### config.mk
export PLATFORM = sky130hd
export DESIGN_NAME = div_wb_arb
export DESIGN_NICKNAME = d
export VERILOG_FILES = /design/src/rtl/div_wb_arb.sv
export SDC_FILE = /design/constraint.sdc
export NUM_CORES = 1
export LEC_CHECK = 0
export BUFFER_PORTS_ARGS = -buffer_cell sky130_fd_sc_hd__buf_2
export CAP_MARGIN = 20
export CORE_MARGIN = 2
export CORE_UTILIZATION = 45
export CTS_CLUSTER_DIAMETER = 60
export DETAILED_ROUTE_END_ITERATION = 6
export PLACE_DENSITY = 0.71
export SYNTH_ARGS = -nofsm -noshare
export SYNTH_HDL_FRONTEND = slang
export SYNTH_SLANG_ARGS = --single-unit
### constraint.sdc
create_clock -name clk -period 4.8 [get_ports clk]
set_clock_uncertainty 0.2 [all_clocks]
set_input_delay 0.72 -clock clk [delete_from_list [all_inputs] [get_ports clk]]
set_output_delay 0.72 -clock clk [all_outputs]
set_load 0.01 [all_outputs]
### src/rtl/div_wb_arb.sv
// Divide write-back arbiter: buffers divide results in a small FIFO and shares one GPR write port with loads.
// Optional same-cycle bypass of an empty buffer is enabled by defining DIV_WB_BYPASS_EN.
module div_wb_arb #(
  parameter int DEPTH = 2,
  parameter int XLEN  = 32
) (
  input  logic            clk,
  input  logic            rst,
  input  logic            exu_div_finish,
  input  logic [XLEN-1:0] exu_div_result,
  input  logic [4:0]      div_rd,
  input  logic            div_cancel,
  input  logic            ld_wen,
  input  logic [4:0]      ld_waddr,
  input  logic [XLEN-1:0] ld_wdata,
  input  logic [4:0]      query_rd,
  output logic            gpr_wen,
  output logic [4:0]      gpr_waddr,
  output logic [XLEN-1:0] gpr_wdata,
  output logic            div_wb_full,
  output logic            query_hit,
  output logic            div_wb_ovf
);

  localparam int PW = (DEPTH > 2) ? 2 : 1;
  localparam logic [PW:0] FULL_CNT = (PW+1)'(DEPTH);

  logic [DEPTH-1:0] valid_q, valid_d;
  logic [4:0]       rd_q   [DEPTH];
  logic [4:0]       rd_d   [DEPTH];
  logic [XLEN-1:0]  data_q [DEPTH];
  logic [XLEN-1:0]  data_d [DEPTH];
  logic [PW-1:0]    rd_ptr_q, rd_ptr_d;
  logic [PW-1:0]    wr_ptr_q, wr_ptr_d;
  logic [PW:0]      count_q, count_d;
  logic             ovf_q, ovf_d;

  logic fifo_empty, fifo_full, push_req, push, pop, bypass;

  always_comb begin
    fifo_empty = (count_q == '0);
    fifo_full  = (count_q == FULL_CNT);
    // A finish in a cancel cycle belongs to the flushed stream and is discarded.
    push_req   = exu_div_finish && (div_rd != 5'd0) && !div_cancel;
    pop        = !ld_wen && !fifo_empty;
`ifdef DIV_WB_BYPASS_EN
    bypass     = push_req && fifo_empty && !ld_wen;
`else
    bypass     = 1'b0;
`endif
    // A same-cycle pop frees the slot the new result lands in.
    push       = push_req && !bypass && (!fifo_full || pop);
    ovf_d      = ovf_q || (push_req && !bypass && fifo_full && !pop);

    valid_d  = valid_q;
    rd_d     = rd_q;
    data_d   = data_q;
    rd_ptr_d = rd_ptr_q;
    wr_ptr_d = wr_ptr_q;
    count_d  = count_q;

    if (pop) begin
      valid_d[rd_ptr_q] = 1'b0;
      rd_ptr_d          = rd_ptr_q + 1'b1;
    end
    if (push) begin
      valid_d[wr_ptr_q] = 1'b1;
      rd_d[wr_ptr_q]    = div_rd;
      data_d[wr_ptr_q]  = exu_div_result;
      wr_ptr_d          = wr_ptr_q + 1'b1;
    end
    case ({push, pop})
      2'b10:   count_d = count_q + 1'b1;
      2'b01:   count_d = count_q - 1'b1;
      default: count_d = count_q;
    endcase
    if (div_cancel) begin
      valid_d  = '0;
      rd_ptr_d = '0;
      wr_ptr_d = '0;
      count_d  = '0;
    end
  end

  // Loads always win the port; otherwise the FIFO head, otherwise a bypassed result.
  always_comb begin
    gpr_wen   = 1'b0;
    gpr_waddr = 5'd0;
    gpr_wdata = '0;
    if (ld_wen) begin
      gpr_wen   = 1'b1;
      gpr_waddr = ld_waddr;
      gpr_wdata = ld_wdata;
    end else if (pop) begin
      gpr_wen   = 1'b1;
      gpr_waddr = rd_q[rd_ptr_q];
      gpr_wdata = data_q[rd_ptr_q];
    end else if (bypass) begin
      gpr_wen   = 1'b1;
      gpr_waddr = div_rd;
      gpr_wdata = exu_div_result;
    end
  end

  always_comb begin
    query_hit = 1'b0;
    for (int i = 0; i < DEPTH; i++) begin
      if (valid_q[i] && (rd_q[i] == query_rd) && (query_rd != 5'd0)) query_hit = 1'b1;
    end
  end

  assign div_wb_full = fifo_full;
  assign div_wb_ovf  = ovf_q;

  always_ff @(posedge clk) begin
    if (rst) begin
      valid_q  <= '0;
      rd_ptr_q <= '0;
      wr_ptr_q <= '0;
      count_q  <= '0;
      ovf_q    <= 1'b0;
      for (int i = 0; i < DEPTH; i++) begin
        rd_q[i]   <= 5'd0;
        data_q[i] <= '0;
      end
    end else begin
      valid_q  <= valid_d;
      rd_ptr_q <= rd_ptr_d;
      wr_ptr_q <= wr_ptr_d;
      count_q  <= count_d;
      ovf_q    <= ovf_d;
      rd_q     <= rd_d;
      data_q   <= data_d;
    end
  end

endmodule

-- Word-level counts from Yosys, hierarchy flattened
Index checks and enable logic that the tools add are counted.
- register bits: 81
- word-level logic and storage cells: 82
- input bits: 84
- output and inout bits: 41
- reductions and logical operators: 25
- equality and inequality tests: 5
- order comparisons: 7
- bitwise operators: 5
- add/sub/neg operators: 4
- multiplexer cells: 27
- operator list (operator ; count):
    $mux W32 ; 6
    $bwmux W64 ; 1
    $demux W32 S1 ; 1
    $mux W5 ; 6
    $logic_and A1 B1 Y1 ; 13
    $bwmux W10 ; 1
    $eq A5 B5 Y1 ; 2
    $reduce_bool A5 Y1 ; 2
    $mux W1 ; 6
    $demux W5 S1 ; 1
    $logic_not A1 Y1 ; 5
    $eq A2 B2 Y1 const B ; 2
    $ge A2 B2 Y1 const B ; 2
    $lt A1 B2 Y1 const B ; 2
    $mux W2 ; 2
    $not A1 Y2 ; 2
    $pmux W2 S2 ; 1
    $add A1 B1 Y1 const B ; 2
    $add A2 B1 Y2 const B ; 1
    $and A2 B2 Y2 ; 1
    $demux W1 S1 ; 2
    $eq A2 B1 Y1 const B ; 1
    $ge A1 B1 Y1 const B ; 2
    $logic_not A2 Y1 ; 1
    other kinds (7) ; 8

-- Logic depth before layout (Yosys ltp)
- depth after elaboration: 9
- gate-level depth with buffers: 8
- gate-level depth less buffers: 6

-- Worst setup path after synthesis
Ideal clock, no wire load.
- path kind: in2reg
- start point: input div_rd[2]
- end point: register count_q[1]
- setup time: 0.070 ns
- stages on the path: 7
- buffers on the path: 2
- data required time: 4.530 ns
- data arrival time: 2.450 ns
- slack: 2.080 ns
- path through: or4_4 > o211ai_4 > buf_6 > buf_6 > ha_1 > or3_1 > a21oi_1
- cells in the longest elaborated chain, start to end: 6
- elaborated cells between the ends (all ways): 8
- classes of those cells: eq/ne: 2; mux: 1; reduce/logical: 5
- ends and longest elaborated chain (element ; RTL line ; text):
    start, declared ; 11 ; input logic [4:0] div_rd,
    $reduce_bool A5 Y1 (*) ; 44 ; push_req = exu_div_finish && (div_rd != 5'd0) && !div_cancel;
    $logic_and A1 B1 Y1 (*) (2 in series) ; 44 ;
    $logic_and A1 B1 Y1 (*) ; 52 ; push = push_req && !bypass && (!fifo_full || pop);
    $eq A2 B1 Y1 / $eq A2 B2 Y1 (equally long branches) ; 72 ; case ({push, pop})
    $pmux W2 S2 / $reduce_bool A2 Y1 (equally long branches) ; -- ;
    end signal, assigned ; 130 ; count_q <= count_d;
    end, declared ; 35 ; logic [PW:0] count_q, count_d;
Every way passes the cells marked *; elsewhere a longest branch is shown, timed or not.
A chain may end at the register's enable or synchronous reset.

-- Worst setup path in the final report
- start point: input ld_wen
- end point: output gpr_wdata[10]
- cells in the longest elaborated chain, start to end: 4
- ends and longest elaborated chain (element ; RTL line ; text):
    start, declared ; 13 ; input logic ld_wen,
    $logic_not A1 Y1 ; 45 ; pop = !ld_wen && !fifo_empty;
    $logic_and A1 B1 Y1 ; 45 ;
    $mux W32 ; 94 ; end else if (pop) begin
    $mux W32 (*) ; 90 ; if (ld_wen) begin
    end, declared ; 19 ; output logic [XLEN-1:0] gpr_wdata,
Marked as above.

==> results.ini <==
[outcome]
status=finished clean

[routing]
antenna_left=0
num_vias=3971
wl_um=10900
drc_errors=0
drtIter0Drc=206
routedWlPerCell_um=14.1
detail_route.vias_per_cell=5.14
dr.pass1.iters=4

[logic_synthesis]
yosysSeqAreaShare=0.370
ys_seq_elements=81
synth-warning-count=0
yosysMostFrequentCell=o21ai_0
synth.net_count=634
synth_cells=549
async_reset_ff_frac=0
synthFlopType=dfxtp_1
post_synth_most_frequent_cells=o21ai_0, dfxtp_1, nor2b_1, nand2_1
ys_types=29
synth_area_leaders=dfxtp_1, o21ai_0, nor2b_1, mux2i_1, nand2b_1
postSynthAreaPerCell_sq_um=7.97
synth_enable_flop_cells=0
syn_area_sq_um=4380
yosysTopAreaCellShare=0.370
yosys.area.top_type=dfxtp_1

[cts]
cts.sinks=81
clockBufferDepth=2
clock-root-buffer=clkbuf_8
cts_setup_buffers=0
cts_made_buffers=9
cts_max_level=3
clk_pin_slew_ns=0.08
insertion_delay_ns=0.35
cts_tree=built
postCtsResizedCells=0
hold_buffers=0

[timing]
slew_headroom=0.364
finalSetupTns_ns=0
period_share=0.650
setup-violations-final=0
hold_violations=0
timing.fmax_mhz=320
maxSlewViolCount=0
finalCriticalPeriod_ns=3.12
worst_pin_slew_ns=0.955
rsz0062_at_grt=no

[worst_hold_path]
holdCritPathClass=reg -> reg

[power_and_ir_drop]
power.share.sequential=0.493
p_sw_frac=0.254
ir_drop_v=0.000165
internal_power_w=0.00106
p_clk_frac=0.377
comb_power_share=0.131
p_leak_nw=2.04
p_switching_w=0.000363
cellPowerDensity_nw_per_um2=275

[floorplanning]
core_area_sq_um=9330
die_width_um=103
die_h_um=103
start_util=0.469
dieArea_sq_um=10500
pin_count=125
rows=35

[global_routing]
grt_pass1_wl_um=17100
grt_util_all_layers=0.204
grt_max_degree=66
antenna_found_initial=0
grt-ovfl-total=0
grt_pass1_vias=3579

[cells_and_area]
fin_area_sq_um=5180
final_nets=724
syn2layout_area_growth_pct=18.3
n_antenna_cell=0
final_layout_size_suffix_gt1_frac=0.245
fillers=885

[placement]
hpwl_um=6830
port_buffers=124
placed_area_sq_um=4940
place.gp.congestion=0.797

[job]
maxCapViolations=0

[critical_path]
cp-end-kind=output port
crit_type=in -> out
cp.required_ns=3.88
worstPathMaxFanout=41
startpoint_type=input port
arrival_ns=2.20

-- worst max-delay path: stages --
cell and delay [ns]:
buf_2 0.54, o21bai_4 0.51, o21ai_0 0.23, buf_2 0.19
-- metal layers --
metal  track usage  vias to the layer above  share of wire
li1              -                     2035              -
met1         0.260                     1832           0.45
met2         0.349                       91           0.49
met3        0.0305                       13          0.040
met4        0.0779                        0          0.015
met5             0                        -              0
-- power groups by stage --
stage / Sequential [W] / Combinational [W] / Clock [W]
after floorplan: 0.000714 / 0.000117 / 0
after global placement: 0.000717 / 0.000181 / 0
after detailed placement: 0.000719 / 0.000185 / 0
after CTS: 0.000703 / 0.000186 / 0.000542
after global routing: 0.000706 / 0.000209 / 0.000571
final: 0.000703 / 0.000186 / 0.000538
-- cells in the final DEF (no fill, tap or decap), types with 2 or more instances in the layout --
cell type     n
xnor2_1       4
dfxtp_1      80
a21oi_1       5
clkbuf_1      2
inv_1         3
nand2b_1     37
o21ai_0     178
o21ai_2       8
mux2i_1      37
nand3_1       2
or3_1         2
buf_4         4
nand2_1      38
nor2b_1      77
nor2_1        3
bufinv_16     2
o21ai_1       3
buf_2       124
or2_2         2
nor4_1        2
xor2_1        9
clkbuf_8      9
clkinvlp_4    2
-- path summary, 6_finish.rpt --
| path | startpoint | cells past startpoint | to | slack [ns] |
|---|---|---|---|---|
| worst max register to register | count_q[0] | 5 | count_q[1] | 2.43 |
| worst max-delay path | ld_wen | 4 | gpr_wdata[10] | 1.68 |
| worst min-delay path | valid_q[0] | 2 | valid_q[0] | 0.30 |
| worst min register to register | valid_q[0] | 2 | valid_q[0] | 0.30 |
-- registers in the layout, summed over array words and instances (netlist names) --
signal	count
data_q	64
rd_ptr_q	1
div_wb_ovf	1
wr_ptr_q	1
valid_q	2
count_q	2
rd_q	10
-- cell families after synthesis --
group / synth area share
AO/OA/AOI/OAI: 0.237
XOR/XNOR: 0.0260
adder cells (fa/ha/maj): 0.00286
buffers and inverters: 0.0623
flip-flops: 0.370
multiplexers: 0.0846
AND/OR/NAND/NOR: 0.217
-- metrics by stage --
step	worst slack (ns)	utilization	hold WS (ns)	total power (W)	instances
floorplan	2.08	-	0.254	0.000831	549
global placement	1.69	0.530	0.269	0.000898	756
detailed placement	1.64	0.530	0.282	0.000904	756
CTS	1.65	0.552	0.293	0.00143	772
global route	1.47	0.555	0.324	0.00149	773
finish	1.68	0.555	0.301	0.00143	773
-- cell type report --
class	instances	area, sq um	share of cell area
multi-input combinational	415	2490	0.482
sequential	81	1620	0.313
timing repair buffer	129	678	0.131
tap	129	161	0.0312
clock buffer	11	131	0.0254
clock inverter	5	80.1	0.0155
inverter	3	11.3	0.00217
Note: power is estimated with default switching activity, not from simulation.
